--- config.mk ---
export PLATFORM = sky130hd
export DESIGN_NAME = i2c_reg_sequencer_flat
export DESIGN_NICKNAME = d
export VERILOG_FILES = /design/src/rtl/i2c_reg_sequencer_if.sv /design/src/rtl/i2c_reg_sequencer.sv /design/src/flat_wrapper.sv
export SDC_FILE = /design/constraint.sdc
export NUM_CORES = 1
export LEC_CHECK = 0
export ABC_AREA = 1
export BUFFER_PORTS_ARGS = -buffer_cell sky130_fd_sc_hd__buf_2
export CORE_ASPECT_RATIO = 0.8
export CORE_MARGIN = 2
export CORE_UTILIZATION = 26
export DETAILED_ROUTE_END_ITERATION = 8
export SLEW_MARGIN = 20
export SYNTH_ARGS = -nofsm -noshare
export SYNTH_HDL_FRONTEND = slang
export SYNTH_SLANG_ARGS = --single-unit
export TNS_END_PERCENT = 100
--- constraint.sdc ---
create_clock -name clk_i -period 1.7 [get_ports clk_i]
set_input_delay 0.17 -clock clk_i [delete_from_list [all_inputs] [get_ports clk_i]]
set_output_delay 0.17 -clock clk_i [all_outputs]
set_load 0.005 [all_outputs]
--- src/rtl/i2c_reg_sequencer_if.sv ---
// ---------------------------------------------------------------------------
// i2c_reg_sequencer_if
// Bundles every handshake/stream signal of the register sequencer.
//   slave  modport : seen by the sequencer itself
//   master modport : seen by the environment (requester + I2C master core)
// Signal groups:
//   req_*   request handshake (rw, device, register, byte count)
//   wr_*    write-data stream from the requester
//   rd_*    read-data stream to the requester
//   done_o / err_o   completion pulse and error flag
//   cmd_*   command port of the I2C master core
//   txd_* / rxd_*    transmit / receive byte streams of the master core
//   busy_i / missing_ack_i   master status
// ---------------------------------------------------------------------------
interface i2c_reg_sequencer_if #(
   parameter int LEN_W = 4
);
   logic             req_valid_i;
   logic             req_ready_o;
   logic             req_rw_i;
   logic [6:0]       req_dev_i;
   logic [7:0]       req_reg_i;
   logic [LEN_W-1:0] req_len_i;

   logic [7:0]       wr_data_i;
   logic             wr_valid_i;
   logic             wr_ready_o;

   logic [7:0]       rd_data_o;
   logic             rd_valid_o;
   logic             rd_ready_i;

   logic             done_o;
   logic             err_o;

   logic [6:0]       cmd_address_o;
   logic             cmd_start_o;
   logic             cmd_read_o;
   logic             cmd_write_o;
   logic             cmd_write_multiple_o;
   logic             cmd_stop_o;
   logic             cmd_valid_o;
   logic             cmd_ready_i;

   logic [7:0]       txd_data_o;
   logic             txd_valid_o;
   logic             txd_last_o;
   logic             txd_ready_i;

   logic [7:0]       rxd_data_i;
   logic             rxd_valid_i;
   logic             rxd_last_i;
   logic             rxd_ready_o;

   logic             busy_i;
   logic             missing_ack_i;

   modport slave (
      input  req_valid_i, req_rw_i, req_dev_i, req_reg_i, req_len_i,
      output req_ready_o,
      input  wr_data_i, wr_valid_i,
      output wr_ready_o,
      output rd_data_o, rd_valid_o,
      input  rd_ready_i,
      output done_o, err_o,
      output cmd_address_o, cmd_start_o, cmd_read_o, cmd_write_o,
             cmd_write_multiple_o, cmd_stop_o, cmd_valid_o,
      input  cmd_ready_i,
      output txd_data_o, txd_valid_o, txd_last_o,
      input  txd_ready_i,
      input  rxd_data_i, rxd_valid_i, rxd_last_i,
      output rxd_ready_o,
      input  busy_i, missing_ack_i
   );

   modport master (
      output req_valid_i, req_rw_i, req_dev_i, req_reg_i, req_len_i,
      input  req_ready_o,
      output wr_data_i, wr_valid_i,
      input  wr_ready_o,
      input  rd_data_o, rd_valid_o,
      output rd_ready_i,
      input  done_o, err_o,
      input  cmd_address_o, cmd_start_o, cmd_read_o, cmd_write_o,
             cmd_write_multiple_o, cmd_stop_o, cmd_valid_o,
      output cmd_ready_i,
      input  txd_data_o, txd_valid_o, txd_last_o,
      output txd_ready_i,
      output rxd_data_i, rxd_valid_i, rxd_last_i,
      input  rxd_ready_o,
      output busy_i, missing_ack_i
   );
endinterface

--- src/rtl/i2c_reg_sequencer.sv ---
// ---------------------------------------------------------------------------
// i2c_reg_sequencer
// Turns one register-level request (write N bytes to reg, or read N bytes
// from reg) into the command/byte sequence of an I2C master core.
// Ports:
//   clk_i  sole clock, rising edge
//   rst_i  asynchronous active-high reset
//   bus    i2c_reg_sequencer_if.slave (request, data streams, master port)
// Write : one write_multiple command (start+stop), then reg byte + data.
// Read  : write command (start, no stop) + reg byte, then one read command
//         per data byte (start on first, stop on last).
// A NACK from the master aborts with a stop-only command and flags err_o.
// ---------------------------------------------------------------------------
module i2c_reg_sequencer #(
   parameter int LEN_W = 4
) (
   input  logic                  clk_i,
   input  logic                  rst_i,
   i2c_reg_sequencer_if.slave    bus
);

   localparam logic [3:0] S_IDLE      = 4'd0;
   localparam logic [3:0] S_W_CMD     = 4'd1;
   localparam logic [3:0] S_W_REG     = 4'd2;
   localparam logic [3:0] S_W_DATA    = 4'd3;
   localparam logic [3:0] S_R_CMDW    = 4'd4;
   localparam logic [3:0] S_R_REG     = 4'd5;
   localparam logic [3:0] S_R_CMDR    = 4'd6;
   localparam logic [3:0] S_R_DATA    = 4'd7;
   localparam logic [3:0] S_ABORT     = 4'd8;
   localparam logic [3:0] S_WAIT_IDLE = 4'd9;
   localparam logic [3:0] S_DONE      = 4'd10;

   localparam logic [LEN_W-1:0] LEN_ZERO = '0;
   localparam logic [LEN_W-1:0] LEN_ONE  = LEN_W'(1);

   logic [3:0]       state_reg, state_next;
   logic             rw_reg;
   logic [6:0]       dev_reg;
   logic [7:0]       reg_addr_reg;
   logic [LEN_W-1:0] len_reg;
   logic [LEN_W-1:0] cnt_reg;
   logic             err_reg;

   logic             accept;
   logic             cnt_inc;
   logic             at_last;
   logic             abort_now;

   logic             req_ready;
   logic             wr_ready;
   logic [7:0]       rd_data;
   logic             rd_valid;
   logic             done;
   logic             err;
   logic [6:0]       cmd_address;
   logic             cmd_start, cmd_read, cmd_write, cmd_write_multiple, cmd_stop;
   logic             cmd_valid;
   logic [7:0]       txd_data;
   logic             txd_valid, txd_last;
   logic             rxd_ready;

   // rxd_last_i carries no information beyond our own byte count.
   logic             unused_rxd_last;
   assign unused_rxd_last = bus.rxd_last_i;

   // Counter runs 0..len-1 and is compared against len-1, so it never wraps
   // even for the largest len the field can hold. Only used when len >= 1.
   assign at_last   = (cnt_reg == (len_reg - LEN_ONE));
   // Requests are only accepted once reset has been released.
   assign req_ready = (state_reg == S_IDLE) && !rst_i;
   assign accept    = req_ready && bus.req_valid_i;
   assign abort_now = (state_reg != S_IDLE) && bus.missing_ack_i;

   always_comb begin
      state_next         = state_reg;
      cnt_inc            = 1'b0;
      wr_ready           = 1'b0;
      rd_data            = 8'h00;
      rd_valid           = 1'b0;
      done               = 1'b0;
      err                = 1'b0;
      cmd_address        = 7'h00;
      cmd_start          = 1'b0;
      cmd_read           = 1'b0;
      cmd_write          = 1'b0;
      cmd_write_multiple = 1'b0;
      cmd_stop           = 1'b0;
      cmd_valid          = 1'b0;
      txd_data           = 8'h00;
      txd_valid          = 1'b0;
      txd_last           = 1'b0;
      rxd_ready          = 1'b0;

      case (state_reg)
         S_IDLE: begin
            if (accept) begin
               if (!bus.req_rw_i)
                  state_next = S_W_CMD;
               else if (bus.req_len_i == LEN_ZERO)
                  state_next = S_DONE;   // nothing to read: report error, no bus traffic
               else
                  state_next = S_R_CMDW;
            end
         end
         S_W_CMD: begin
            cmd_valid          = 1'b1;
            cmd_address        = dev_reg;
            cmd_start          = 1'b1;
            cmd_write_multiple = 1'b1;
            cmd_stop           = 1'b1;
            if (bus.cmd_ready_i) state_next = S_W_REG;
         end
         S_W_REG: begin
            txd_valid = 1'b1;
            txd_data  = reg_addr_reg;
            txd_last  = (len_reg == LEN_ZERO);
            if (bus.txd_ready_i)
               state_next = (len_reg == LEN_ZERO) ? S_WAIT_IDLE : S_W_DATA;
         end
         S_W_DATA: begin
            // Requester bytes pass straight through to the master.
            txd_valid = bus.wr_valid_i;
            txd_data  = bus.wr_data_i;
            txd_last  = at_last;
            wr_ready  = bus.txd_ready_i;
            if (bus.wr_valid_i && bus.txd_ready_i) begin
               if (at_last) state_next = S_WAIT_IDLE;
               else         cnt_inc    = 1'b1;
            end
         end
         S_R_CMDW: begin
            cmd_valid   = 1'b1;
            cmd_address = dev_reg;
            cmd_start   = 1'b1;
            cmd_write   = 1'b1;
            if (bus.cmd_ready_i) state_next = S_R_REG;
         end
         S_R_REG: begin
            txd_valid = 1'b1;
            txd_data  = reg_addr_reg;
            txd_last  = 1'b1;
            if (bus.txd_ready_i) state_next = S_R_CMDR;
         end
         S_R_CMDR: begin
            cmd_valid   = 1'b1;
            cmd_address = dev_reg;
            cmd_read    = 1'b1;
            cmd_start   = (cnt_reg == LEN_ZERO);   // repeated start on first byte only
            cmd_stop    = at_last;
            if (bus.cmd_ready_i) state_next = S_R_DATA;
         end
         S_R_DATA: begin
            // Backpressure from the requester stalls the master, so no byte is lost.
            rd_valid  = bus.rxd_valid_i;
            rd_data   = bus.rxd_data_i;
            rxd_ready = bus.rd_ready_i;
            if (bus.rxd_valid_i && bus.rd_ready_i) begin
               if (at_last) begin
                  state_next = S_WAIT_IDLE;
               end else begin
                  cnt_inc    = 1'b1;
                  state_next = S_R_CMDR;
               end
            end
         end
         S_ABORT: begin
            cmd_valid = 1'b1;
            cmd_stop  = 1'b1;
            if (bus.cmd_ready_i) state_next = S_WAIT_IDLE;
         end
         S_WAIT_IDLE: begin
            if (!bus.busy_i) state_next = S_DONE;
         end
         S_DONE: begin
            done       = 1'b1;
            err        = err_reg;
            state_next = S_IDLE;
         end
         default: state_next = S_IDLE;
      endcase

      // A NACK overrides whatever transition the state would have taken.
      if (abort_now) state_next = S_ABORT;
   end

   always_ff @(posedge clk_i or posedge rst_i) begin
      if (rst_i) begin
         state_reg    <= S_IDLE;
         rw_reg       <= 1'b0;
         dev_reg      <= 7'h00;
         reg_addr_reg <= 8'h00;
         len_reg      <= LEN_ZERO;
         cnt_reg      <= LEN_ZERO;
         err_reg      <= 1'b0;
      end else begin
         state_reg <= state_next;
         if (accept) begin
            rw_reg       <= bus.req_rw_i;
            dev_reg      <= bus.req_dev_i;
            reg_addr_reg <= bus.req_reg_i;
            len_reg      <= bus.req_len_i;
            cnt_reg      <= LEN_ZERO;
            err_reg      <= bus.req_rw_i && (bus.req_len_i == LEN_ZERO);
         end else begin
            if (cnt_inc)   cnt_reg <= cnt_reg + LEN_ONE;
            if (abort_now) err_reg <= 1'b1;
         end
      end
   end

   assign bus.req_ready_o          = req_ready;
   assign bus.wr_ready_o           = wr_ready;
   assign bus.rd_data_o            = rd_data;
   assign bus.rd_valid_o           = rd_valid;
   assign bus.done_o               = done;
   assign bus.err_o                = err;
   assign bus.cmd_address_o        = cmd_address;
   assign bus.cmd_start_o          = cmd_start;
   assign bus.cmd_read_o           = cmd_read;
   assign bus.cmd_write_o          = cmd_write;
   assign bus.cmd_write_multiple_o = cmd_write_multiple;
   assign bus.cmd_stop_o           = cmd_stop;
   assign bus.cmd_valid_o          = cmd_valid;
   assign bus.txd_data_o           = txd_data;
   assign bus.txd_valid_o          = txd_valid;
   assign bus.txd_last_o           = txd_last;
   assign bus.rxd_ready_o          = rxd_ready;

endmodule

--- src/flat_wrapper.sv ---
// flat-port wrapper written by rule: the top's interface ports become plain ports
module i2c_reg_sequencer_flat 
#(
   parameter int LEN_W = 4
)
  (clk_i, rst_i, bus_req_valid_i, bus_req_rw_i, bus_req_dev_i, bus_req_reg_i, bus_req_len_i, bus_req_ready_o, bus_wr_data_i, bus_wr_valid_i, bus_wr_ready_o, bus_rd_data_o, bus_rd_valid_o, bus_rd_ready_i, bus_done_o, bus_err_o, bus_cmd_address_o, bus_cmd_start_o, bus_cmd_read_o, bus_cmd_write_o, bus_cmd_write_multiple_o, bus_cmd_stop_o, bus_cmd_valid_o, bus_cmd_ready_i, bus_txd_data_o, bus_txd_valid_o, bus_txd_last_o, bus_txd_ready_i, bus_rxd_data_i, bus_rxd_valid_i, bus_rxd_last_i, bus_rxd_ready_o, bus_busy_i, bus_missing_ack_i);
  i2c_reg_sequencer_if #(.LEN_W(LEN_W)) bus_i ();
  input  logic clk_i;
  input  logic rst_i;
  input wire logic [$bits(bus_i.req_valid_i)-1:0] bus_req_valid_i;
  input wire logic [$bits(bus_i.req_rw_i)-1:0] bus_req_rw_i;
  input wire logic [$bits(bus_i.req_dev_i)-1:0] bus_req_dev_i;
  input wire logic [$bits(bus_i.req_reg_i)-1:0] bus_req_reg_i;
  input wire logic [$bits(bus_i.req_len_i)-1:0] bus_req_len_i;
  output wire logic [$bits(bus_i.req_ready_o)-1:0] bus_req_ready_o;
  input wire logic [$bits(bus_i.wr_data_i)-1:0] bus_wr_data_i;
  input wire logic [$bits(bus_i.wr_valid_i)-1:0] bus_wr_valid_i;
  output wire logic [$bits(bus_i.wr_ready_o)-1:0] bus_wr_ready_o;
  output wire logic [$bits(bus_i.rd_data_o)-1:0] bus_rd_data_o;
  output wire logic [$bits(bus_i.rd_valid_o)-1:0] bus_rd_valid_o;
  input wire logic [$bits(bus_i.rd_ready_i)-1:0] bus_rd_ready_i;
  output wire logic [$bits(bus_i.done_o)-1:0] bus_done_o;
  output wire logic [$bits(bus_i.err_o)-1:0] bus_err_o;
  output wire logic [$bits(bus_i.cmd_address_o)-1:0] bus_cmd_address_o;
  output wire logic [$bits(bus_i.cmd_start_o)-1:0] bus_cmd_start_o;
  output wire logic [$bits(bus_i.cmd_read_o)-1:0] bus_cmd_read_o;
  output wire logic [$bits(bus_i.cmd_write_o)-1:0] bus_cmd_write_o;
  output wire logic [$bits(bus_i.cmd_write_multiple_o)-1:0] bus_cmd_write_multiple_o;
  output wire logic [$bits(bus_i.cmd_stop_o)-1:0] bus_cmd_stop_o;
  output wire logic [$bits(bus_i.cmd_valid_o)-1:0] bus_cmd_valid_o;
  input wire logic [$bits(bus_i.cmd_ready_i)-1:0] bus_cmd_ready_i;
  output wire logic [$bits(bus_i.txd_data_o)-1:0] bus_txd_data_o;
  output wire logic [$bits(bus_i.txd_valid_o)-1:0] bus_txd_valid_o;
  output wire logic [$bits(bus_i.txd_last_o)-1:0] bus_txd_last_o;
  input wire logic [$bits(bus_i.txd_ready_i)-1:0] bus_txd_ready_i;
  input wire logic [$bits(bus_i.rxd_data_i)-1:0] bus_rxd_data_i;
  input wire logic [$bits(bus_i.rxd_valid_i)-1:0] bus_rxd_valid_i;
  input wire logic [$bits(bus_i.rxd_last_i)-1:0] bus_rxd_last_i;
  output wire logic [$bits(bus_i.rxd_ready_o)-1:0] bus_rxd_ready_o;
  input wire logic [$bits(bus_i.busy_i)-1:0] bus_busy_i;
  input wire logic [$bits(bus_i.missing_ack_i)-1:0] bus_missing_ack_i;
  assign bus_i.req_valid_i = bus_req_valid_i;
  assign bus_i.req_rw_i = bus_req_rw_i;
  assign bus_i.req_dev_i = bus_req_dev_i;
  assign bus_i.req_reg_i = bus_req_reg_i;
  assign bus_i.req_len_i = bus_req_len_i;
  assign bus_req_ready_o = bus_i.req_ready_o;
  assign bus_i.wr_data_i = bus_wr_data_i;
  assign bus_i.wr_valid_i = bus_wr_valid_i;
  assign bus_wr_ready_o = bus_i.wr_ready_o;
  assign bus_rd_data_o = bus_i.rd_data_o;
  assign bus_rd_valid_o = bus_i.rd_valid_o;
  assign bus_i.rd_ready_i = bus_rd_ready_i;
  assign bus_done_o = bus_i.done_o;
  assign bus_err_o = bus_i.err_o;
  assign bus_cmd_address_o = bus_i.cmd_address_o;
  assign bus_cmd_start_o = bus_i.cmd_start_o;
  assign bus_cmd_read_o = bus_i.cmd_read_o;
  assign bus_cmd_write_o = bus_i.cmd_write_o;
  assign bus_cmd_write_multiple_o = bus_i.cmd_write_multiple_o;
  assign bus_cmd_stop_o = bus_i.cmd_stop_o;
  assign bus_cmd_valid_o = bus_i.cmd_valid_o;
  assign bus_i.cmd_ready_i = bus_cmd_ready_i;
  assign bus_txd_data_o = bus_i.txd_data_o;
  assign bus_txd_valid_o = bus_i.txd_valid_o;
  assign bus_txd_last_o = bus_i.txd_last_o;
  assign bus_i.txd_ready_i = bus_txd_ready_i;
  assign bus_i.rxd_data_i = bus_rxd_data_i;
  assign bus_i.rxd_valid_i = bus_rxd_valid_i;
  assign bus_i.rxd_last_i = bus_rxd_last_i;
  assign bus_rxd_ready_o = bus_i.rxd_ready_o;
  assign bus_i.busy_i = bus_busy_i;
  assign bus_i.missing_ack_i = bus_missing_ack_i;
  i2c_reg_sequencer #(.LEN_W(LEN_W)) u_core (.clk_i(clk_i), .rst_i(rst_i), .bus(bus_i));
endmodule
After elaboration in Yosys (flattened, before gate mapping)
Cells that the tools add are included.
- register bits after elaboration: 28
- input port bits: 47
- output and inout port bits: 37
- logic and storage cells: 91
- add/sub/neg operators: 2
- equality and inequality tests: 22
- muxes and demuxes: 41
- reduce and logical (&&, ||, !) cells: 20
- operator list (operator ; count):
    4-bit two-way mux ; 18
    4-bit case mux with 10 select lines ; 1
    3-bit by 2-bit != test with 1-bit output, second input constant ; 7
    4-bit by 3-bit == test with 1-bit output, second input constant ; 4
    4-bit zero test ; 4
    8-bit case mux with 2 select lines ; 1
    1-bit two-way mux ; 14
    4-bit == test, second input constant ; 3
    3-bit by 1-bit != test with 1-bit output, second input constant ; 4
    11-bit AND reduction ; 1
    4-bit by 2-bit == test with 1-bit output, second input constant ; 2
    8-bit two-way mux ; 1
    1-bit case mux with 2 select lines ; 4
    7-bit two-way mux ; 1
    1-bit logical AND ; 6
    2-bit OR reduction ; 3
    4-bit by 1-bit adder with 4-bit output, second input constant ; 1
    4-bit by 1-bit == test with 1-bit output, second input constant ; 1
    4-bit == test ; 1
    2-bit nonzero test ; 2
    4-bit nonzero test ; 1
    4-bit OR reduction ; 1
    4-bit by 1-bit subtractor with 4-bit output, second input constant ; 1
    1-bit case mux with 3 select lines ; 1
    other kinds (2) ; 2

Logic depth before layout (Yosys ltp)
Gate-level depths: netlist of the first run.
- depth in word-level cells: 7
- mapped depth: 14
- gate-level depth less buffers: 14

Worst setup path before layout of the first run
Ideal clock, no wire load.
- kind: reg2reg
- start point: reg u_core.len_reg[0]
- end point: reg u_core.state_reg[1]
- setup time: 0.117 ns
- data arrival time: 1.532 ns
- required time: 1.583 ns
- path slack: 0.051 ns
- stages on the path, launching flop included: 13
- path buffers: 0
- clock period less this slack: 1.649 ns
- cell sequence: dfrtp_1 inv_1 ha_1 inv_1 nand2_1 nand2_1 nand3_1 nor2_1 nand2_1 a21oi_1 nand2_1 nand2_1 nand2_1
- longest elaborated chain between the ends: 6
- elaborated cells between the ends (all ways): 11
- classes of those cells: add/sub (1); eq/ne (2); mux (6); reduce/logical (2)
- ends and longest elaborated chain (item ; line ; text):
    from (decl) ; i2c_reg_sequencer.sv:41 ; logic [LEN_W-1:0] len_reg;
    from (signal assigned) ; i2c_reg_sequencer.sv:202 ; len_reg <= bus.req_len_i;
    4-bit by 1-bit subtractor with 4-bit output ; i2c_reg_sequencer.sv:69 ; assign at_last = (cnt_reg == (len_reg - LEN_ONE));
    4-bit == test ; i2c_reg_sequencer.sv:69 ;
    4-bit two-way mux ; i2c_reg_sequencer.sv:159 ; if (at_last) begin
    4-bit two-way mux ; i2c_reg_sequencer.sv:158 ; if (bus.rxd_valid_i && bus.rd_ready_i) begin
    4-bit case mux with 10 select lines ; i2c_reg_sequencer.sv:95 ; case (state_reg)
    4-bit two-way mux ; i2c_reg_sequencer.sv:184 ; if (abort_now) state_next = S_ABORT;
    to (signal assigned) ; i2c_reg_sequencer.sv:197 ; state_reg <= state_next;
    to (decl) ; i2c_reg_sequencer.sv:37 ; logic [3:0] state_reg, state_next;
Parallel ways exist; a longest one is shown, timed or not. The select of a mux whose other input is x is not followed.
A chain may end at the register's enable or synchronous reset.

Worst setup path after layout of the first run
- start point: reg u_core.len_reg[1]
- end point: out bus_cmd_stop_o
- longest elaborated chain between the ends: 3
- ends and longest elaborated chain (item ; line ; text):
    4-bit by 1-bit subtractor with 4-bit output ; i2c_reg_sequencer.sv:69 ;
    4-bit == test ; i2c_reg_sequencer.sv:69 ;
    1-bit case mux with 2 select lines ; i2c_reg_sequencer.sv:95 ;
    to (decl) ; flat_wrapper.sv:29 ; output wire logic [$bits(bus_i.cmd_stop_o)-1:0] bus_cmd_stop_o;
Every way passes these cells.

==> results of run 1 <==
timing repair:
action                                 CTS  global route
hold buffers                             1             0
setup endpoints to repair               36            57
pin swaps                               12             9
endpoints found under the hold margin    5             0
resized for setup                       33            79
buffers inserted                         7            16
gates cloned                             1             4
final cells by class:
cell class	instances	area share [%]
flip-flops and latches	28	22.3
repair buffers	121	25.7
well taps	90	3.56
inverters	58	7.08
multi-input cells	199	40.0
clock buffers	3	1.30
worst min-delay path by stage:
| stage | startpoint | endpoint | slack, ps |
|---|---|---|---|
| 2_1_floorplan | rst_i | u_core.cnt_reg[0]$_DFFE_PP0P_ | 240 |
| 3_3_place_gp | rst_i | u_core.state_reg[3]$_DFFE_PP0P_ | 110 |
| 3_5_place_dp | rst_i | u_core.state_reg[3]$_DFFE_PP0P_ | 120 |
| 4_1_cts | bus_req_reg_i[0] | u_core.reg_addr_reg[0]$_DFFE_PP0P_ | 110 |
| 5_1_grt | bus_req_reg_i[0] | u_core.reg_addr_reg[0]$_DFFE_PP0P_ | 110 |
| 6_report | bus_req_reg_i[0] | u_core.reg_addr_reg[0]$_DFFE_PP0P_ | 120 |
layer usage:
layer,vias up,track usage [%],part of all wire [%]
li1,1133,-,-
met1,1032,17.8,45
met2,44,23.2,50
met3,8,3.01,3.7
met4,0,2.74,1.2
met5,-,0,0
cell families (layout without fill, tap and decap cells):
family / Yosys count / after routing / synth area share (%)
buffers and inverters: 65 / 182 / 13.0
adder cells (fa/ha/maj): 4 / 4 / 2.59
XOR/XNOR: 1 / 1 / 0.454
flip-flops: 28 / 28 / 36.3
AND/OR/NAND/NOR: 148 / 149 / 33.6
AO/OA/AOI/OAI: 44 / 44 / 13.4
multiplexers: 1 / 1 / 0.584
placed cells by master (no fill, tap or decap), types with 3 or more instances in the layout:
| master | n |
|---|---|
| nor2_2 | 10 |
| nand3_2 | 6 |
| inv_2 | 12 |
| dfrtp_2 | 4 |
| nor2_4 | 16 |
| buf_2 | 82 |
| buf_4 | 21 |
| nand2_2 | 14 |
| o21ai_2 | 4 |
| o21ai_1 | 9 |
| a21oi_1 | 12 |
| inv_1 | 44 |
| ha_1 | 3 |
| nand2_4 | 7 |
| clkbuf_8 | 3 |
| a21oi_2 | 5 |
| o21ai_0 | 5 |
| buf_6 | 13 |
| nor2_1 | 34 |
| dfrtp_1 | 24 |
| nand2_1 | 42 |
| nand3_1 | 15 |
synth_stat cells:
master,instances
nor3b_1,1
nor2_1,53
nand2_2,9
inv_1,55
a21oi_1,17
nor2_4,2
a211oi_1,1
o2111a_1,1
o21ai_1,1
o31ai_2,1
o21ai_0,17
nand2_1,55
clkbuf_1,1
ha_1,4
nor2_2,5
a22o_1,1
a31oi_1,1
nand3_1,19
nand3_2,2
o31ai_1,1
mux2_2,1
o21bai_2,1
nor3_1,2
buf_2,6
xor2_1,1
inv_2,3
a21boi_2,1
o211ai_1,1
dfrtp_1,28
per-stage QoR:
stage	util (%)	power [µW]
floorplan	-	2260
global placement	34.7	2820
detailed placement	34.7	2870
CTS	37.1	3440
global route	43.4	4430
finish	43.4	4040
power groups by stage:
stage | combinational (µW) | clock [µW] | sequential [µW]
after global placement | 1690 | 0 | 1130
after floorplan | 1170 | 0 | 1100
after global routing | 2830 | 416 | 1180
after detailed placement | 1730 | 0 | 1140
final | 2540 | 363 | 1140
after CTS | 1930 | 383 | 1130
worst register-to-register path, cell delays in order, from the launching register on:
cell,delay [ps]
dfrtp_1,390
inv_2,80
ha_4,210
inv_2,40
nand2_1,30
nand2_1,70
nand3_2,80
nor2_4,120
nand2_4,80
buf_4,140
buf_6,100
buf_6,110
nand2_4,70
nand2_4,70
nand3_1,70
o21ai_0,80
==> out/metrics.yaml, run 1 <==
arrival_ps: 1740
fin_hold_ws_ps: 121
worstPathMaxFanout: 4
htree_levels: 1
worst_slew_pin_slew_ps: 297
fin_crit_sh_pct: 113
post_dp_cell_area_um2: 2530
finalNonFillerCells: 499
die_h_um: 81.1
io_buffer_count: 82
place_hpwl_um: 4310
initial_utilization_pct: 26.5
area_delta_synth_final_pct: 64.1
coreArea_um2: 7290
cts_buffers: 3
path_class: "reg -> out"
wl_per_cell_um: 12.2
synth_top_area_cell: "dfrtp_1"
clk_pin_slew_worst_paths_ps: 90
multi_input_area_um2: 1270
yosysSeqAreaShare_pct: 36.3
crit_start: "u_core.len_reg[1]$_DFFE_PP0P_"
violations: "setup timing"
worstSetupEndpointType: "primary output"
syn_nets: 342
ant_nets: 0
core.rowCount: 28
drt_iter0_markers: 54
hold_depth: 2
fin_setup_tns_ps: -1640
crit_cells: 10
drt_wl_total_um: 6110
maxCapViolations: 0
grt_start_max_net_pins: 24
grt_antenna_before_repair: 0
intPower_uw: 2290
path_buf_inv: 3
seq_power_share_pct: 28.1
irDropWorstVdd_v: 0.000479
timing.final.ws_setup_ps: -213
p_comb_share_pct: 62.9
pre_cts_ws_ps: -57.7
yosys_warnings: 0
synthesis.area_um2: 1930
drive_gt1_share_pct: 51.6
grt_pass1_vias: 1921
crit_family: "flip-flops"
slowest_stage: "dfrtp_1"
drt_pass1_iterations: 4
clock_skew_ps: 1.95
synth_cell_types: 29
fp.dieArea_um2: 8130
register_area_um2: 706
status: "complete, but fails checks"
nNetsFinal: 462
r2r_slack_ps: -160
required_ps: 1530
synthCells: 291
io_pins: 84
grt_util_all_layers_pct: 13.6
p_switching_uw: 1750
clk_latency_ps: 270
cts.sinks: 28
fmax_mhz: 523
antenna_cells: 0
maxSlewViolCount: 0
swShare_pct: 43.4
power.leakage_uw: 0.00176
crit_path_cell_trace: "inv_2 -> ha_4 -> inv_2 -> nand2_1 -> nand2_1 -> nand3_2 -> nor2_4 -> nand2_4 -> o31ai_2 -> buf_2"
worst_r2r_startpoint: "u_core.len_reg[1]$_DFFE_PP0P_"
die_x_um: 100
setup.worst_path.end: "bus_cmd_stop_o"
gp_congestion: 0.838
p_clk_share_pct: 9.0
globalRouteOverflowTotal: 0
max_stage_delay_ps: 390
fin_crit_ps: 1910
grt_first_pass_wirelength_um: 8860
slew_headroom_pct: 80.2
setup_viol: 28
power_density_nw_per_um2: 1280
rr_endpoint: "u_core.cnt_reg[0]$_DFFE_PP0P_"
finalHoldViolations: 0
rsz0062_at_grt: "true"
largest_reg_flops: 8
cts_root_buffer: "clkbuf_8"
dpl.cell_count: 469
cts_tree: "yes"
min_path_type: "in -> reg"
clockBufferDepth: 2
n_fill_cell: 753
reg2reg_depth: 15
viasPerCell: 4.44
synth_top_cell_area_share_pct: 36.3
post-route-drc-count: 0
vias: 2217
fin_area_um2: 3170
synthTopCellsByArea: "dfrtp_1, inv_1, nand2_1, nor2_1, nand3_1"
avgSynthCellArea_um2: 6.63
cp-start-kind: "flop"
ys_ff_latch: 28
Power figures use the tool's default switching activity.
==> run 2: changes to the inputs <==
--- a/config.mk
+++ b/config.mk
@@ -6,11 +6,12 @@
 export NUM_CORES = 1
 export LEC_CHECK = 0
 export ABC_AREA = 1
-export BUFFER_PORTS_ARGS = -buffer_cell sky130_fd_sc_hd__buf_2
 export CORE_ASPECT_RATIO = 0.8
 export CORE_MARGIN = 2
 export CORE_UTILIZATION = 26
 export DETAILED_ROUTE_END_ITERATION = 8
+export DONT_BUFFER_PORTS = 1
+export GPL_TIMING_DRIVEN = 1
 export SLEW_MARGIN = 20
 export SYNTH_ARGS = -nofsm -noshare
 export SYNTH_HDL_FRONTEND = slang
==> out/metrics.yaml, run 2 (synthesis results as in run 1) <==
status: "complete, but fails checks"
violations: "setup timing"
power_uw: 3760
finish.utilization_pct: 36.1
highest_layer: "met4"
htree_levels: 1
clock_skew_ps: 3.96
slew_headroom_pct: 51.6
intPower_uw: 2080
grt_antenna_before_repair: 0
fp.dieArea_um2: 8130
grt_util_all_layers_pct: 13.0
grt_pass1_vias: 1809
coreArea_um2: 7290
p_comb_share_pct: 60.5
drt_pass1_iterations: 4
gp_congestion: 0.880
cts_buffers: 3
p_clk_share_pct: 9.6
min_path_type: "in -> reg"
io_pins: 84
post_dp_cell_area_um2: 2180
core.rowCount: 28
fin_setup_tns_ps: -1170
drt_iter0_markers: 103
clk_latency_ps: 270
initial_utilization_pct: 26.5
io_buffer_count: 0
power_density_nw_per_um2: 1430
seq_power_share_pct: 29.9
wl_met3_um: 313
maxSlewViolCount: 0
swShare_pct: 44.8
maxCapViolations: 0
timing.final.ws_setup_ps: -208
clockBufferDepth: 2
drt_wl_total_um: 5490
power.leakage_uw: 0.00134
cp-start-kind: "flop"
grt_first_pass_wirelength_um: 8400
fmax_mhz: 524
nNetsFinal: 379
pre_cts_ws_ps: -90.8
p_switching_uw: 1690
fin_area_um2: 2630
rsz0062_at_grt: "true"
irDropWorstVdd_v: 0.000546
fin_crit_ps: 1910
cts_root_buffer: "clkbuf_8"
worst_slew_pin_slew_ps: 724
worstSetupEndpointType: "primary output"
viasPerCell: 4.56
grt_start_max_net_pins: 19
die_h_um: 81.1
path_class: "reg -> out"
die_x_um: 100
arrival_ps: 1740
fin_crit_sh_pct: 112
finalHoldViolations: 0
ant_nets: 0
final_cell_mix: "inv_1, nand2_1, nor2_1"
post-route-drc-count: 0
place_hpwl_um: 3950
cts_tree: "yes"
required_ps: 1530
clk_pin_slew_worst_paths_ps: 90
vias: 1895
antenna_cells: 0
setup_viol: 13
wl_met1_um: 2380
wl_per_cell_um: 13.2
dr_wl_met2_um: 2740
drive_gt1_share_pct: 33.7
largest_reg_flops: 8
area_delta_synth_final_pct: 36.4
cts.sinks: 28
worstPathMaxFanout: 3
globalRouteOverflowTotal: 0
## run 2: changes by cell type in the layout (fill, tap and decap cells not counted), moves of 3 or more
cell	delta
a21oi_1	+5
a21oi_2	-5
buf_2	-82
buf_4	+10
buf_6	-8
inv_1	+6
inv_2	-5
nand2_1	+8
nand2_2	-6
o21ai_0	+3
o21ai_1	-3
## run 2: critical path, stage by stage, from the launching register on
cell and delay [ps]:
dfrtp_1 400, inv_2 80, ha_4 130, inv_1 40, nand2_1 80, nand2_1 50, nand2_1 50, nand2_1 70
nor2_4 120, nand2_2 90, o31ai_2 190, buf_4 150
## run 2: layout make-up
type | count | area (µm²)
clock buffer | 3 | 41.3
sequential | 28 | 703
timing repair buffer | 39 | 339
tap | 90 | 113
inverter | 58 | 221
multi-input combinational | 198 | 1210
fill | 779 | 4650
## run 2: worst paths after layout
path	startpoint	endpoint	slack [ps]	depth (start not counted)
setup / recovery	u_core.len_reg[1]$_DFFE_PP0P_	bus_cmd_stop_o	-210	11
hold / removal	bus_req_rw_i	u_core.err_reg$_DFFE_PP0P_	30	2
setup reg to reg	u_core.len_reg[1]$_DFFE_PP0P_	u_core.state_reg[2]$_DFFE_PP0P_	-130	17
hold reg to reg	u_core.reg_addr_reg[7]$_DFFE_PP0P_	u_core.reg_addr_reg[7]$_DFFE_PP0P_	520	2
max in group asynchronous	rst_i	u_core.dev_reg[5]$_DFFE_PP0P_	650	3
min in group asynchronous	rst_i	u_core.state_reg[1]$_DFFE_PP0P_	490	2
## run 2: timing repair
action                                  CTS  global route
cloned                                    0             1
gates resized for setup                  45            34
endpoints found under the hold margin    16             0
pin swaps                                20            13
endpoints found under the setup margin   27            53
buffers inserted                         13             7
hold buffers                              1             0
## run 2: metrics by stage
stage | hold slack, ps | std cells
final | 33.8 | 416
after global routing | 26.3 | 416
after CTS | 35.6 | 408
after detailed placement | 219 | 395
after global placement | 218 | 395
after floorplan | 235 | 291
## run 2: power by group through the flow
stage          Sequential (µW)  Combinational (µW)  Clock (µW)
3_3_place_gp              1120                1610           0
4_1_cts                   1120                2010         373
5_1_grt                   1160                2560         410
3_5_place_dp              1120                1640           0
2_1_floorplan             1100                1170           0
6_report                  1130                2280         361
## run 2: per-layer routing
layer	global-route usage, %	vias up
li1	-	968
met1	16.5	876
met2	22.2	45
met3	3.53	6
met4	2.88	0
met5	0	-
==> run 3: changes to the inputs <==
--- a/config.mk
+++ b/config.mk
@@ -7,12 +7,12 @@
 export LEC_CHECK = 0
 export ABC_AREA = 1
 export CORE_ASPECT_RATIO = 0.8
-export CORE_MARGIN = 2
+export CORE_MARGIN = 1
 export CORE_UTILIZATION = 26
 export DETAILED_ROUTE_END_ITERATION = 8
 export DONT_BUFFER_PORTS = 1
 export GPL_TIMING_DRIVEN = 1
-export SLEW_MARGIN = 20
+export SLEW_MARGIN = 40
 export SYNTH_ARGS = -nofsm -noshare
 export SYNTH_HDL_FRONTEND = slang
 export SYNTH_SLANG_ARGS = --single-unit
==> out/metrics.yaml, run 3 (synthesis results as in run 1) <==
finish.utilization_pct: 35.4
cp-start-kind: "flop"
clock_skew_ps: 12.3
slew_headroom_pct: 74.9
crit_path_cell_trace: "inv_2 -> ha_4 -> inv_2 -> nand2_1 -> nand2_1 -> nand3_2 -> nor2_4 -> nand2_4 -> o31ai_4 -> buf_4"
grt_antenna_before_repair: 0
status: "complete, but fails checks"
grt_pass1_vias: 1663
p_clk_share_pct: 11.7
io_pins: 84
cts_buffers: 3
dpl.cell_count: 385
grt_util_all_layers_pct: 13.1
hold_depth: 2
nNetsFinal: 368
rsz0062_at_grt: "true"
r2r_slack_ps: -110
fin_crit_sh_pct: 112
min_path_type: "in -> reg"
die_x_um: 98.3
fin_area_um2: 2490
swShare_pct: 44.6
max_stage_delay_ps: 410
place_hpwl_um: 3960
holdCritStartpoint: "bus_req_rw_i"
violations: "DRC, setup timing"
final_cell_mix: "inv_1, nand2_1, nor2_1"
power_density_nw_per_um2: 1460
post_dp_cell_area_um2: 2110
vias: 1860
irDropWorstVdd_v: 0.000538
drive_gt1_share_pct: 29.1
final_common_cell: "inv_1"
initial_utilization_pct: 27.5
largest_reg_flops: 8
p_comb_share_pct: 57.1
drt_iter0_markers: 56
clk_pin_slew_worst_paths_ps: 110
io_buffer_count: 0
htree_levels: 1
gp_congestion: 0.869
finalHoldViolations: 0
cts.sinks: 28
ant_nets: 0
seq_power_share_pct: 31.3
maxSlewViolCount: 0
grt_start_max_net_pins: 29
drt_pass1_iterations: 6
fp.dieArea_um2: 7770
viasPerCell: 4.62
setup_viol: 19
p_switching_uw: 1620
clk_latency_ps: 280
antenna_cells: 0
die_h_um: 79.1
path_class: "reg -> out"
finalNonFillerCells: 403
required_ps: 1530
rr_endpoint: "u_core.state_reg[0]$_DFFE_PP0P_"
power.leakage_uw: 0.00131
hold-path-endpoint: "u_core.err_reg$_DFFE_PP0P_"
worst_r2r_startpoint: "u_core.len_reg[0]$_DFFE_PP0P_"
timing.final.ws_setup_ps: -209
worstPathMaxFanout: 4
clockBufferDepth: 2
core.rowCount: 27
arrival_ps: 1740
post-route-drc-count: 4
cts_root_buffer: "clkbuf_8"
reg2reg_depth: 15
grt_first_pass_wirelength_um: 7960
globalRouteOverflowTotal: 0
area_delta_synth_final_pct: 29.0
fin_crit_ps: 1910
maxCapViolations: 0
intPower_uw: 2020
wl_per_cell_um: 13.0
cts_tree: "yes"
drt_wl_total_um: 5220
slowest_stage: "dfrtp_1"
fmax_mhz: 524
worstSetupEndpointType: "primary output"
worst_slew_pin_slew_ps: 377
coreArea_um2: 7030
## run 3: cell types whose count changed in the layout (fill, tap and decap cells not counted), moves of 4 or more
cell	before	now
nor2_4	14	8
nor2_1	34	45
o21ai_2	4	8
buf_4	31	22
nor2_2	12	7
o21ai_1	6	2
## run 3: cell type report
cell class / instances / area [µm²]
multi-input cells: 198 / 1160
well taps: 87 / 109
inverters: 58 / 224
fillers: 772 / 4540
repair buffers: 28 / 234
clock buffers: 4 / 55.1
flip-flops and latches: 28 / 703
## run 3: worst max path at each step
stage	start	to	slack, ps	cells after the start
finish	u_core.len_reg[0]$_DFFE_PP0P_	bus_cmd_stop_o	-210	10
global route	u_core.len_reg[0]$_DFFE_PP0P_	bus_txd_last_o	-330	9
CTS	u_core.len_reg[1]$_DFFE_PP0P_	bus_cmd_stop_o	-260	10
detailed placement	u_core.len_reg[0]$_DFFE_PP0P_	u_core.state_reg[2]$_DFFE_PP0P_	-60	12
global placement	u_core.len_reg[1]$_DFFE_PP0P_	bus_cmd_stop_o	-30	10
floorplan	u_core.len_reg[0]$_DFFE_PP0P_	u_core.state_reg[1]$_DFFE_PP0P_	50	12
## run 3: per-stage QoR
stage               TNS (ps)  total power, µW  worst slack [ps]  hold slack (ps)
global placement       -78.5             2680             -27.0              159
CTS                    -1610             3350              -264             17.3
finish                 -1170             3640              -209             20.3
floorplan                  0             2260              50.9              235
detailed placement      -192             2710             -59.6              161
global route           -4070             3970              -327             22.5
## run 3: critical path, delay by kind of cell (launching register included)
kind                       cells  cell delay (ps)
and+or+nand+nor                5              430
DFF                            1              410
buffers and inverters          3              270
adders and majority gates      1              200
AOI/OAI and AO/OA              1              160
## run 3: layer usage
layer  wire length, µm  vias up  track usage (%)
met5                 0        -                0
met4                10        0             1.34
met3               370        2             4.40
met2              2460       43             22.0
met1              2380      875             16.9
li1                  -      940                -
## run 3: power by group through the flow
stage / clock network, µW / logic, µW / registers [µW]
2_1_floorplan: 0 / 1170 / 1100
3_3_place_gp: 0 / 1550 / 1130
3_5_place_dp: 0 / 1570 / 1140
4_1_cts: 446 / 1770 / 1130
5_1_grt: 470 / 2330 / 1180
6_report: 425 / 2080 / 1140
## run 3: repair_timing
action,in CTS,in global routing
pin swaps,6,15
gates resized for setup,19,45
endpoints found under the hold margin,28,0
buffers inserted,5,10
gates cloned,0,1
hold buffers,1,0
setup endpoints to repair,25,30
